## config.mk

```make
export PLATFORM = sky130hd
export DESIGN_NAME = systolic_ctrl
export DESIGN_NICKNAME = d
export VERILOG_FILES = /design/src/rtl/systolic_ctrl_pkg.sv /design/src/rtl/systolic_ctrl_skew_line.sv /design/src/rtl/systolic_ctrl.sv
export SDC_FILE = /design/constraint.sdc
export NUM_CORES = 1
export LEC_CHECK = 0
export CAP_MARGIN = 30
export CORE_MARGIN = 2
export CORE_UTILIZATION = 52
export DETAILED_ROUTE_END_ITERATION = 8
export PLACE_DENSITY = 0.79
export SYNTH_ARGS = -nofsm -noshare
export SYNTH_HDL_FRONTEND = slang
export SYNTH_SLANG_ARGS = --single-unit
```

## constraint.sdc

```tcl
create_clock -name clk -period 18.95 [get_ports clk]
set_input_delay 1.895 -clock clk [delete_from_list [all_inputs] [get_ports clk]]
set_output_delay 1.895 -clock clk [all_outputs]
set_load 0.02 [all_outputs]
```

## src/rtl/systolic_ctrl_pkg.sv

```systemverilog
`default_nettype none
// ============================================================================
// Module   : systolic_ctrl_pkg
// Purpose  : Shared FSM encoding, default array geometry and drain length.
// Revision : 1.0
// ============================================================================
package systolic_ctrl_pkg;

    localparam int N_DEFAULT   = 8;
    localparam int A_W_DEFAULT = 8;
    localparam int W_W_DEFAULT = 8;
    localparam int K_W_DEFAULT = 8;

    typedef enum logic [2:0] {
        S_IDLE  = 3'd0,
        S_CLEAR = 3'd1,
        S_FEED  = 3'd2,
        S_DRAIN = 3'd3,
        S_DONE  = 3'd4
    } state_t;

    // Last operand needs N-1 skew cycles plus N-1 propagation cycles to settle.
    function automatic int drain_cyc(input int n);
        return 2 * (n - 1);
    endfunction

endpackage
`default_nettype wire

```

## src/rtl/systolic_ctrl_skew_line.sv

```systemverilog
`default_nettype none
// ============================================================================
// Module   : skew_line
// Purpose  : Fixed-depth lane delay with synchronous flush; depth 0 is a wire.
// Revision : 1.0
// ============================================================================
module skew_line
    import systolic_ctrl_pkg::*;
#(
    parameter int WIDTH = A_W_DEFAULT,
    parameter int DEPTH = 1
) (
    input  logic             clk,
    input  logic             rst,
    input  logic             i_flush,
    input  logic [WIDTH-1:0] i_data,
    output logic [WIDTH-1:0] o_data
);

    generate
        if (DEPTH == 0) begin : g_wire
            logic w_unused;
            assign w_unused = &{1'b0, clk, rst, i_flush};
            assign o_data   = i_data;
        end else begin : g_pipe
            logic [WIDTH-1:0] r_sh [DEPTH];

            always_ff @(posedge clk or posedge rst) begin
                if (rst) begin
                    for (int i = 0; i < DEPTH; i++) begin
                        r_sh[i] <= '0;
                    end
                end else if (i_flush) begin
                    for (int i = 0; i < DEPTH; i++) begin
                        r_sh[i] <= '0;
                    end
                end else begin
                    r_sh[0] <= i_data;
                    for (int i = 1; i < DEPTH; i++) begin
                        r_sh[i] <= r_sh[i-1];
                    end
                end
            end

            assign o_data = r_sh[DEPTH-1];
        end
    endgenerate

endmodule
`default_nettype wire

```

## src/rtl/systolic_ctrl.sv

```systemverilog
`default_nettype none
// ============================================================================
// Module   : systolic_ctrl
// Purpose  : Clears an NxN systolic array, streams K skewed operand steps,
//            holds enables through drain and pulses done.
// Revision : 1.0
// ============================================================================
module systolic_ctrl
    import systolic_ctrl_pkg::*;
#(
    parameter int N   = N_DEFAULT,
    parameter int A_W = A_W_DEFAULT,
    parameter int W_W = W_W_DEFAULT,
    parameter int K_W = K_W_DEFAULT
) (
    input  logic             clk,
    input  logic             rst,
    input  logic             i_start,
    input  logic             i_abort,
    input  logic [K_W-1:0]   i_k_len,
    input  logic [N-1:0]     i_row_mask,
    input  logic [N-1:0]     i_col_mask,
    output logic             o_busy,
    output logic             o_done,
    output logic             o_act_rd_en,
    output logic [K_W-1:0]   o_act_rd_addr,
    input  logic [N*A_W-1:0] i_act_rd_data,
    output logic             o_wgt_rd_en,
    output logic [K_W-1:0]   o_wgt_rd_addr,
    input  logic [N*W_W-1:0] i_wgt_rd_data,
    output logic             o_arr_clr,
    output logic             o_arr_en,
    output logic [N-1:0]     o_arr_row_en,
    output logic [N-1:0]     o_arr_col_en,
    output logic [N*A_W-1:0] o_activation_in_flat,
    output logic [N*W_W-1:0] o_weight_in_flat
);

    localparam int DRAIN_CYC = drain_cyc(N);
    localparam int DC_W      = (DRAIN_CYC < 1) ? 1 : $clog2(DRAIN_CYC + 1);

    state_t           r_state;
    logic [K_W-1:0]   r_k_len;
    logic [N-1:0]     r_row_mask;
    logic [N-1:0]     r_col_mask;
    logic [K_W-1:0]   r_addr;
    logic [DC_W-1:0]  r_drain_cnt;
    logic             r_rd_en;
    logic             r_rd_vld;
    logic             r_clr;
    logic             r_done;
    logic             r_arr_en;
    logic [N-1:0]     r_row_en;
    logic [N-1:0]     r_col_en;

    logic             w_abort;
    logic [N*A_W-1:0] w_act_in;
    logic [N*W_W-1:0] w_wgt_in;

    assign w_abort = i_abort && (r_state != S_IDLE);

    always_ff @(posedge clk or posedge rst) begin
        if (rst) begin
            r_state     <= S_IDLE;
            r_k_len     <= '0;
            r_row_mask  <= '0;
            r_col_mask  <= '0;
            r_addr      <= '0;
            r_drain_cnt <= '0;
            r_rd_en     <= 1'b0;
            r_rd_vld    <= 1'b0;
            r_clr       <= 1'b0;
            r_done      <= 1'b0;
            r_arr_en    <= 1'b0;
            r_row_en    <= '0;
            r_col_en    <= '0;
        end else begin
            r_clr    <= 1'b0;
            r_done   <= 1'b0;
            r_rd_en  <= 1'b0;
            r_rd_vld <= r_rd_en;
            r_arr_en <= 1'b0;
            r_row_en <= '0;
            r_col_en <= '0;

            if (w_abort) begin
                // Read returning next cycle is dropped along with the skew contents.
                r_state  <= S_IDLE;
                r_clr    <= 1'b1;
                r_rd_vld <= 1'b0;
                r_addr   <= '0;
            end else begin
                case (r_state)
                    S_IDLE: begin
                        if (i_start) begin
                            r_state    <= S_CLEAR;
                            r_clr      <= 1'b1;
                            r_k_len    <= i_k_len;
                            r_row_mask <= i_row_mask;
                            r_col_mask <= i_col_mask;
                        end
                    end
                    S_CLEAR: begin
                        r_addr <= '0;
                        if (r_k_len != '0) begin
                            r_state <= S_FEED;
                            r_rd_en <= 1'b1;
                        end else begin
                            r_state <= S_DONE;
                            r_done  <= 1'b1;
                        end
                    end
                    S_FEED: begin
                        // Data requested this cycle lands next cycle, so enable follows.
                        r_arr_en <= 1'b1;
                        r_row_en <= r_row_mask;
                        r_col_en <= r_col_mask;
                        if (r_addr == r_k_len - K_W'(1)) begin
                            r_state     <= S_DRAIN;
                            r_addr      <= '0;
                            r_drain_cnt <= '0;
                        end else begin
                            r_addr  <= r_addr + K_W'(1);
                            r_rd_en <= 1'b1;
                        end
                    end
                    S_DRAIN: begin
                        if (r_drain_cnt == DC_W'(DRAIN_CYC)) begin
                            r_state <= S_DONE;
                            r_done  <= 1'b1;
                        end else begin
                            r_drain_cnt <= r_drain_cnt + DC_W'(1);
                            r_arr_en    <= 1'b1;
                            r_row_en    <= r_row_mask;
                            r_col_en    <= r_col_mask;
                        end
                    end
                    S_DONE: begin
                        r_state <= S_IDLE;
                    end
                    default: begin
                        r_state <= S_IDLE;
                    end
                endcase
            end
        end
    end

    assign w_act_in = r_rd_vld ? i_act_rd_data : '0;
    assign w_wgt_in = r_rd_vld ? i_wgt_rd_data : '0;

    generate
        for (genvar gi = 0; gi < N; gi++) begin : g_lane
            skew_line #(
                .WIDTH (A_W),
                .DEPTH (gi)
            ) u_act_skew (
                .clk     (clk),
                .rst     (rst),
                .i_flush (w_abort),
                .i_data  (w_act_in[gi*A_W +: A_W]),
                .o_data  (o_activation_in_flat[gi*A_W +: A_W])
            );

            skew_line #(
                .WIDTH (W_W),
                .DEPTH (gi)
            ) u_wgt_skew (
                .clk     (clk),
                .rst     (rst),
                .i_flush (w_abort),
                .i_data  (w_wgt_in[gi*W_W +: W_W]),
                .o_data  (o_weight_in_flat[gi*W_W +: W_W])
            );
        end
    endgenerate

    assign o_busy        = (r_state != S_IDLE);
    assign o_done        = r_done;
    assign o_act_rd_en   = r_rd_en;
    assign o_act_rd_addr = r_addr;
    assign o_wgt_rd_en   = r_rd_en;
    assign o_wgt_rd_addr = r_addr;
    assign o_arr_clr     = r_clr;
    assign o_arr_en      = r_arr_en;
    assign o_arr_row_en  = r_row_en;
    assign o_arr_col_en  = r_col_en;

endmodule
`default_nettype wire

```

======== Yosys cells after proc, flatten, opt, wreduce, memory -nomap -nowiden ========
Index checks and enable logic that the tools add are counted.
storage, ports and cells
  register bits ........................... 508
  input bits .............................. 156
  output and inout bits ................... 166
operators by class
  add/subtract/negate cells ............... 3
  equality and inequality tests ........... 10
  multiplexer cells ....................... 49
  bitwise logic cells ..................... 1
  reductions and logical operators ........ 9
operator list
  kind                                               number
  two-way mux 64 bit                                 2
  two-way mux 56 bit                                 2
  two-way mux 48 bit                                 2
  two-way mux 40 bit                                 2
  two-way mux 32 bit                                 2
  two-way mux 8 bit                                  8
  two-way mux 24 bit                                 2
  one-hot mux 8 bit (2 select lines)                 3
  two-way mux 16 bit                                 2
  two-way mux 3 bit                                  5
  two-way mux 1 bit                                  12
  one-hot mux 3 bit (4 select lines)                 1
  != test 3 x 2 -> 1 bit (second input constant)     3
  adder 8 x 1 -> 8 bit (second input constant)       1
  == test 8 bit                                      1
  two-way mux 4 bit                                  2
  one-hot mux 4 bit (2 select lines)                 1
  nonzero test 8 bit                                 1
  subtractor 8 x 1 -> 8 bit (second input constant)  1
  == test 3 x 2 -> 1 bit (second input constant)     2
  one-hot mux 1 bit (2 select lines)                 3
  AND reduction 3 bit                                2
  nonzero test 3 bit                                 2
  adder 4 x 1 -> 4 bit (second input constant)       1
  other kinds (8)                                    9

======== Logic depth before layout (Yosys ltp) ========
  depth in word-level cells ............... 5
  depth in mapped cells ................... 10
  depth with buffers taken out ............ 9

======== Modules after synthesis ========
From an unflattened synthesis, not the netlist that was laid out.
unflattened totals
  cells, all modules ...................... 1454
  area total of the unflattened synthesis .. 19429.9 µm²
modules (own cells, without submodules)
  module                                 instances  cells each  area an instance (µm²)
  skew_line at g_lane[7].u_act_skew ...  2          127         1954.4
  systolic_ctrl                          1          390         3689.8
  skew_line at g_lane[6].u_act_skew ...  2          110         1609.0
  skew_line at g_lane[5].u_act_skew ...  2          93          1420.1
  skew_line at g_lane[4].u_act_skew ...  2          76          1087.3
  skew_line at g_lane[3].u_act_skew ...  2          59          877.1
  skew_line at g_lane[2].u_act_skew ...  2          42          608.1
  skew_line at g_lane[1].u_act_skew ...  2          17          254.0
  skew_line at g_lane[0].u_act_skew ...  2          8           60.1

======== Worst setup path before layout ========
Ideal clock, no wire load.
  kind .................................... input-to-output
  start ................................... in i_act_rd_data[0]
  end ..................................... out o_activation_in_flat[0]
  arrival time ............................ 2111 ps
  required time ........................... 17055 ps
  setup slack ............................. 14944 ps
  cell stages on the path ................. 1
  path buffers ............................ 0
  cell sequence ........................... and2_1
between the ends
  word-level cells in the longest chain between the ends .. 1
ends and longest elaborated chain
  what                RTL line              text
  start: declaration  systolic_ctrl.sv:27   input logic [N*A_W-1:0] i_act_rd_data,
  two-way mux 64 bit  systolic_ctrl.sv:149  assign w_act_in = r_rd_vld ? i_act_rd_data : '0;
  end: declaration    systolic_ctrl.sv:35   output logic [N*A_W-1:0] o_activation_in_flat,
Every way passes these cells.

======== Worst setup path after layout ========
Same ends and word-level chain as after synthesis.

==> reports/qor_table.md <==
| Metric | Value |
| --- | --- |
| Status | finished clean |
| Synth Cell Area | 0.0179 mm² |
| HPWL Detailed | 20.1 mm |
| Static power due to leakage | 11.2 nW |
| Overflow left after global routing | 0 |
| Unrepaired setup endpoints after global routing | no |
| Number of post-CTS setup repair buffers | 0 |
| Category of the most critical setup path | in2out |
| Element type at the critical path end | primary output |
| Wire length of the first global-routing pass | 51.1 mm |
| Instance count along the most critical hold path | 1 |
| Synthesized net count | 1,473 |
| Die outline height | 189 µm |
| Root buffer cell | clkbuf_16 |
| Post-synthesis sequential area ratio | 71.2% |
| Async S/R FF share, synth | 100% |
| Post-synth top cells | 508 x dfrtp_1, 369 x and2_1, 114 x and3_1, 105 x buf_4, 62 x clkbuf_1 |
| Synth cell types | 49 |
| Final critical delay including setup and external delays | 5.03 ns |
| Crit-path most repeated cell | clkdlybuf4s50_1 |
| Clock tree from TritonCTS | yes |
| Crit path DAT | 3.14 ns |
| Number of clock buffers inserted by TritonCTS | 49 |
| Maximum achievable frequency | 199 MHz |
| Instance area after placement | 0.0207 mm² |
| Slew Limit Fails | 0 |
| Maximum fanout along the worst path | 1 |
| DRC viols | 0 |
| Sequence of cells on the critical path | clkdlybuf4s50_1 > and2_1 > clkdlybuf4s50_1 |
| Register clock-pin slew on the reported worst setup and hold paths | 0.06 ns |
| Fraction of layout instances using a drive strength above 1 | 7.75% |
| Post-detailed-route wirelength per cell | 16.0 µm |
| First-iteration detailed-routing DRC count | 717 |
| Pin slew with the least headroom to its limit | 1.03 ns |
| Worst max-slew margin expressed relative to the limit | 31.4% |
| Power consumption | 2.47 mW |
| Most frequently used cell type in the post-synthesis netlist | dfrtp_1 |
| Port Buffer Count | 321 |
| H-tree depth | 2 |
| Number of vias after detailed routing | 9,484 |
| Cell type contributing the most total cell area after synthesis | dfrtp_1 |
| Power density over the cells | 111 mW/mm² |
| Post-CTS sizing | 0 |
| # setup viols final | 0 |
| Hold path endpoint | g_lane[7].u_act_skew.g_pipe.r_sh[17] |
| Area added between synthesis and finish | 24.9% |
| Number of I/O pins | 322 |
| Mean post-synth cell area | 13.6 µm² |
| Number of antenna violations at the first check in global routing | 4 |
| Final GP Congestion | 0.782 |
| Starting density of the core | 53.0% |
| Max Cap Violations | 0 |
| Die Wd | 189 µm |
| Worst clock skew | 0.0157 ns |
| Insertion delay to the later sink of the worst-skew pair | 0.56 ns |
| Worst min-delay path startpoint | g_lane[7].u_act_skew.g_pipe.r_sh[25] |
| Area of combinational cells with multiple inputs | 0.00405 mm² |
| Delay of the slowest cell on the worst path | 0.59 ns |
| Maximum number of pins on one net before global-route repair | 196 |
| Worst reg2reg startpoint | r_state[1] |
| Library cell contributing the largest single delay on the critical path | clkdlybuf4s50_1 |
| Hold buffer count at cts | 0 |
| Post-route core utilization | 66.2% |
| Antenna-violating nets left | 0 |
| Hold Path Class | reg2reg |
| Worst Reg-to-Reg Cells | 6 |
| Largest cells by area after synthesis | dfrtp_1 71%, and2_1 13%, buf_4 4.4% |
| Final hold viol count | 0 |
| Worst setup margin | 13.92 ns |
| Worst reg2reg endpoint | g_lane[5].u_act_skew.g_pipe.r_sh[37] |
| Maximum buffer depth of the clock tree | 3 |
| Post-Layout Inst Area | 0.0223 mm² |
| # fillers | 2,399 |
| Area share of the leading cell type in the synthesized netlist | 71.2% |
| DP Worst Slack | 13.62 ns |
| Standard-cell row count | 67 |
| Die area | 0.0358 mm² |
| First-pass iteration count of the detailed router | 4 |
| Final worst-path cycle share | 26.6% |
| Number of enable flip-flop cells after synthesis | 0 |
| Net count, final | 1,679 |
| Main flop type after synthesis | dfrtp_1 |
| Via density | 4.75 |
| Number of standard cells after synthesis | 1,312 |
| Area of the core region | 0.0337 mm² |
| Setup Total Neg Slack | 0 ns |
| Critical path launch point type | input pin |
| FF+latch count, synth | 508 |
| Total detailed-routing wirelength | 31.9 mm |
| Maximum ir drop on the vdd rail | 69.3 µV |
| Via count of the first global-routing pass | 9,774 |
| Flop2flop setup slack | 15.45 ns |
| Required time worst endpoint | 17.06 ns |
| Total GRT Usage | 18.1% |
| Clock net sink count | 508 |
| Yosys warnings | 0 |
| Area taken by flip-flops and latches | 0.0127 mm² |
## layout by cell type, fill, tap and decap left out, types with 2 or more instances in the layout
cell type,n
or3_1,3
clkbuf_16,50
o21ai_0,8
buf_16,3
clkbuf_8,11
nand4_1,2
mux2i_1,3
bufinv_16,2
or2_2,2
clkbuf_1,9
buf_4,6
nand3_1,4
dfrtp_1,507
mux2_2,23
and3_1,114
o21bai_1,2
nor4_1,2
nor2_1,8
nor3_2,2
a21o_1,3
xnor2_1,7
nor3_1,4
nand2_1,22
inv_8,2
xor2_1,3
ha_1,5
inv_1,8
a21oi_1,6
a211o_1,3
nand3b_1,2
clkdlybuf4s50_1,321
nand2b_1,2
clkinv_2,6
and2_1,369
## per-layer routing
metal	routed length, µm	vias to the layer above	GRT usage (%)
li1	-	4441	-
met1	12900	4667	22.9
met2	15300	290	29.3
met3	2730	80	6.39
met4	966	6	6.32
met5	38	-	0
## worst max-delay path by stage
| stage | slack [ns] | to | start | cells past startpoint |
|---|---|---|---|---|
| floorplan | 2.87 | g_lane[1].u_act_skew.o_data[0] | rst | 1 |
| global placement | 13.72 | g_lane[5].u_act_skew.g_pipe.r_sh[32] | i_abort | 5 |
| detailed placement | 13.62 | g_lane[5].u_act_skew.g_pipe.r_sh[33] | i_abort | 5 |
| CTS | 13.89 | o_activation_in_flat[0] | i_act_rd_data[0] | 3 |
| global route | 13.89 | o_activation_in_flat[0] | i_act_rd_data[0] | 3 |
| finish | 13.92 | o_activation_in_flat[0] | i_act_rd_data[0] | 3 |
## power by group
part	total (mW)	internal [mW]	switching, mW
registers	1.22	1.17	0.0424
logic	0.310	0.145	0.164
clock network	0.944	0.554	0.391
total	2.47	1.87	0.598
## sequential cells by signal (all words and copies together), names as in the netlist, 4 cells and up
name and flops:
o_arr_row_en 8, g_lane.u_wgt_skew.g_pipe.r_sh 168, r_col_mask 8, g_lane.u_wgt_skew.o_data 56, r_row_mask 8, g_lane.u_act_skew.o_data 56
g_lane.u_act_skew.g_pipe.r_sh 168, r_k_len 8, o_act_rd_addr 8, r_drain_cnt 4, o_arr_col_en 8
## cells by family (layout without fill, tap and decap cells)
kind of cell             after synthesis  count (layout)  synth area share (%)
AO/OA/AOI/OAI                         34              34                  1.36
XOR/XNOR                              10              10                 0.490
adder cells (fa/ha/maj)                5               5                 0.350
buffers and inverters                185             422                  6.23
flip-flops                           508             508                  71.2
multiplexers                          26              26                  1.62
other                                  0               1                     0
AND/OR/NAND/NOR                      544             544                  18.8
## metrics by stage
stage               hold WS [ns]  instances
floorplan                  0.428       1312
global route               0.455       1997
finish                     0.432       1998
detailed placement         0.432       1913
CTS                        0.438       1995
global placement           0.429       1911
## final cells by class
class	count	share of cell area (%)
antenna	1	0.0112
clock buffer	70	6.44
clock inverter	12	0.656
inverter	9	0.185
multi-input combinational	619	18.2
sequential	508	57.0
tap	448	2.51
timing repair buffer	331	15.1
## worst max-delay path: cells and delay by family
kind	cells	cell delay (ns)
buf+inv	2	1.10
simple gates	1	0.14
Note: power is estimated with default switching activity, not from simulation.
